===== src/rtl/tfifo_slots.sv =====
// Transparent elastic FIFO: an empty FIFO with a ready consumer passes the token
// through in the same cycle; otherwise tokens queue in a circular buffer of NUM_SLOTS.
module tfifo_slots #(
  parameter int DATA_TYPE = 32,
  parameter int NUM_SLOTS = 4
) (
  input  logic                           clk,
  input  logic                           rst,
  input  logic [DATA_TYPE-1:0]           ins,
  input  logic                           ins_valid,
  output logic                           ins_ready,
  output logic [DATA_TYPE-1:0]           outs,
  output logic                           outs_valid,
  input  logic                           outs_ready,
  output logic [$clog2(NUM_SLOTS+1)-1:0] occupancy
);

  localparam int PW = $clog2(NUM_SLOTS);
  localparam int CW = $clog2(NUM_SLOTS + 1);

  // Handshake: a token moves on a side exactly when valid and ready are both high
  // in the same cycle; valid never depends on the ready of the same side.

  logic [DATA_TYPE-1:0] r_mem [NUM_SLOTS];
  logic [PW-1:0]        r_head;
  logic [PW-1:0]        r_tail;
  logic [CW-1:0]        r_count;

  logic          w_empty;
  logic          w_full;
  logic          w_in_xfer;
  logic          w_bypass;
  logic          w_wr;
  logic          w_rd;
  logic [PW-1:0] w_head_nxt;
  logic [PW-1:0] w_tail_nxt;
  logic [CW-1:0] w_count_nxt;

  assign w_empty = (r_count == '0);
  assign w_full  = (r_count == CW'(NUM_SLOTS));

  // Both handshake outputs are forced low while in reset so nothing transfers.
  assign outs_valid = !rst && (ins_valid || !w_empty);
  assign ins_ready  = !rst && (!w_full || outs_ready);
  assign outs       = w_empty ? ins : r_mem[r_head];
  assign occupancy  = r_count;

  assign w_in_xfer = ins_valid && ins_ready;
  assign w_bypass  = w_empty && ins_valid && outs_ready;
  assign w_wr      = w_in_xfer && !w_bypass;
  assign w_rd      = !rst && outs_ready && !w_empty;

  // Explicit wrap compare keeps non-power-of-two depths correct.
  assign w_head_nxt = (r_head == PW'(NUM_SLOTS - 1)) ? '0 : r_head + PW'(1);
  assign w_tail_nxt = (r_tail == PW'(NUM_SLOTS - 1)) ? '0 : r_tail + PW'(1);

  always_comb begin
    w_count_nxt = r_count;
    if (w_wr && !w_rd) begin
      w_count_nxt = r_count + CW'(1);
    end else if (!w_wr && w_rd) begin
      w_count_nxt = r_count - CW'(1);
    end
  end

  always_ff @(posedge clk) begin
    if (rst) begin
      r_head  <= '0;
      r_tail  <= '0;
      r_count <= '0;
      for (int i = 0; i < NUM_SLOTS; i++) begin
        r_mem[i] <= '0;
      end
    end else begin
      // When full with a simultaneous read, tail equals head: the write lands in
      // the slot being freed, and outs already carried the old value this cycle.
      if (w_wr) begin
        r_mem[r_tail] <= ins;
        r_tail        <= w_tail_nxt;
      end
      if (w_rd) begin
        r_head <= w_head_nxt;
      end
      r_count <= w_count_nxt;
    end
  end

endmodule

===== config.mk =====
export PLATFORM = sky130hd
export DESIGN_NAME = tfifo_slots
export DESIGN_NICKNAME = d
export VERILOG_FILES = /design/src/rtl/tfifo_slots.sv
export SDC_FILE = /design/constraint.sdc
export NUM_CORES = 1
export LEC_CHECK = 0
export BUFFER_PORTS_ARGS = -buffer_cell sky130_fd_sc_hd__buf_2
export CELL_PAD_IN_SITES_DETAIL_PLACEMENT = 0
export CELL_PAD_IN_SITES_GLOBAL_PLACEMENT = 1
export CORE_ASPECT_RATIO = 1.2
export CORE_MARGIN = 2
export CORE_UTILIZATION = 45
export DETAILED_ROUTE_END_ITERATION = 8
export MAX_ROUTING_LAYER = met4
export PLACE_DENSITY = 0.77
export SYNTH_ARGS = -nofsm -noshare
export SYNTH_HDL_FRONTEND = slang
export SYNTH_SLANG_ARGS = --single-unit

===== constraint.sdc =====
create_clock -name clk -period 2.38 [get_ports clk]
set_input_delay 0.357 -clock clk [delete_from_list [all_inputs] [get_ports clk]]
set_output_delay 0.357 -clock clk [all_outputs]
set_load 0.02 [all_outputs]

==> metrics <==
Final ANT Viol Nets=0; Die Wd=113 um; f_max=0.430 GHz; Cell variety after synth=31; Final Net Count=534; WHS Path Cells=2; Via density=5.36; Final period util=97.8%; WL met1=5.93 mm; Crit Path Class=register to primary output; Ports=73; first-pass GRT wire length=21.2 mm; DP Worst Slack=0.106 ns; DR top layer=met4; total core area=13900 um2; maxcap violations=0; setup_tns=0 ns; IO buf count=72; Layout area overhead=22.2%; Setup WS post-layout=0.0528 ns; arrival time at the worst endpoint=1.97 ns; CP Cell Sequence=or2_4 -> nor2_4 -> buf_12 -> clkbuf_16 -> mux2_2 -> buf_2; Final Hold Vio Count=0; CTS clk-pin slew, worst paths=0.05 ns; #FFs+latches synth=137; register area share after synthesis=62.6%; Worst Tran Pin Value=0.378 ns; PD cells=1240 nW/um2; FF/Latch Area=4030 um2; layout cells sized above 1=40.6%; fill count=1094; final core occ=56.6%; Starting Density=46.3%; Hold WC Path Type=input pin to register; Crit path max-delay family=buffers and inverters; critical path's slowest cell=dfxtp_2; largest net degree at the start of global routing=36; Worst Setup Start Kind=register; antenna violations before repair=0; die height=135 um; CTS Buf Count=17; die footprint=15300 um2; Initial DRC Count=192; Reg2Reg Depth=8; fin crit period=2.33 ns; Post-Syn Nets=439; DR WL met3=473 um; met2 wire len=7.21 mm; Post-Route WL=13.8 mm; first drt pass iteration count=6; RSZ-0062 raised after global routing=yes; GPL Wtd Cong=0.812; most frequent cells in the layout=128 x and2_1, 128 x edfxtp_1, 72 x buf_2, 32 x mux4_2, 32 x mux2_2; # diodes=0; CP max stage delay=0.35 ns; Root Driver=clkbuf_16; Post-Syn Instances=399; number of cells on the critical path=6; crit end category=primary output; synthesized area per cell=16.1 um2; peak supply drop=0.711 mV; area taken by multi-input logic gates=2280 um2; worst clock skew=0.00495 ns; hpwl dp=8.14 mm; cts hold-fix bufs=0; Clock Tree Buf Depth=2; GRT Total Usage=19.2%; DRC=5; status=complete, but fails checks; WP buf/inv=3; relative slew slack=74.8%; Hold WS=0.270 ns; Clock Latency Late Sink=0.41 ns; Mapped Area=6420 um2; vias in the first global route=3998; H-Tree Depth=4; largest fanout on the critical path=6; CTS tree=built; Worst EP required=2.02 ns; static leakage=3.01 nW; WL per Instance=20.4 um; max-slew violations=0; GRT Residual Overflow=0; Yosys Warn Count=0; row count=47; setup violators final=0; Clock Sinks=137; failing checks=design-rule violations; Vias=3623
registers in the layout, indices dropped and copies added (netlist names), named ones only:
name,count
occupancy,3
r_tail,2
r_head,2
r_mem,128
synth_stat cells (all sizes together):
cell	number	share of area, %
mux2	32	5.6
a2111oi	3	1.3
ha	3	0.58
mux4	32	11
buf	9	0.80
nand2b	1	0.097
a31o	1	0.14
and2	128	12
nand2	1	0.058
xnor2	1	0.14
fa	1	0.31
a31oi	1	0.097
clkbuf	15	1.1
dfxtp	9	2.8
edfxtp	128	60
nor2b	1	0.097
o211ai	2	0.23
a21oi	4	0.37
mux2i	2	0.31
nor2	6	0.39
o31ai	3	0.35
inv	5	0.29
xor2	3	0.70
or2	5	0.49
or3	2	0.19
o21ai	1	0.078
metrics by stage:
stage,cell area (um2),cells,total power [mW]
6_report,7850,676,9.73
4_1_cts,7680,670,9.15
5_1_grt,7850,676,10.2
2_1_floorplan,6430,399,5.63
3_3_place_gp,7140,640,6.63
3_5_place_dp,7140,640,6.70
path summary, 6_finish.rpt:
kind / from / end / slack (ns)
max: occupancy[1] / outs[23] / 0.05
min reg2reg: r_head[0] / register / 0.49
min: ins[1] / r_mem[1][1] / 0.27
max reg2reg: occupancy[2] / occupancy[2] / 0.12
power by group:
part,leakage (nW),internal (mW),switching [mW],total [mW]
registers,1.40,3.03,0.188,3.22
logic,1.35,2.04,2.03,4.07
clock network,0.265,1.51,0.929,2.44
total,3.01,6.58,3.14,9.73
cell type report:
type | instances | share of cell area, %
sequential | 137 | 51.3
tap | 171 | 2.73
clock inverter | 11 | 1.37
timing repair buffer | 100 | 9.80
clock buffer | 19 | 5.51
inverter | 5 | 0.239
multi-input combinational | 233 | 29.0
repair_timing:
item                       in CTS  in global routing
setup endpoints to repair      29                 32
gates resized for setup         2                  9
setup buffers                   0                  1
cloned                          0                  5
pin swaps                       0                  1
hold endpoints to repair        0                  0
metal layers:
metal / up-vias / GRT usage, %
li1: 1675 / -
met1: 1856 / 22.6
met2: 77 / 32.7
met3: 15 / 4.26
met4: 0 / 6.78
met5: - / -
logic make-up (layout without fill, tap and decap cells):
group / count (synthesis) / count (layout) / share of synthesized area [%]
simple gates: 144 / 144 / 13.8
flops: 137 / 137 / 62.6
mux: 66 / 66 / 17.1
buf+inv: 29 / 135 / 2.14
compound gates: 15 / 15 / 2.55
fa+ha+maj: 4 / 4 / 0.896
xor+xnor: 4 / 4 / 0.838
Note: power is estimated with default switching activity, not from simulation.
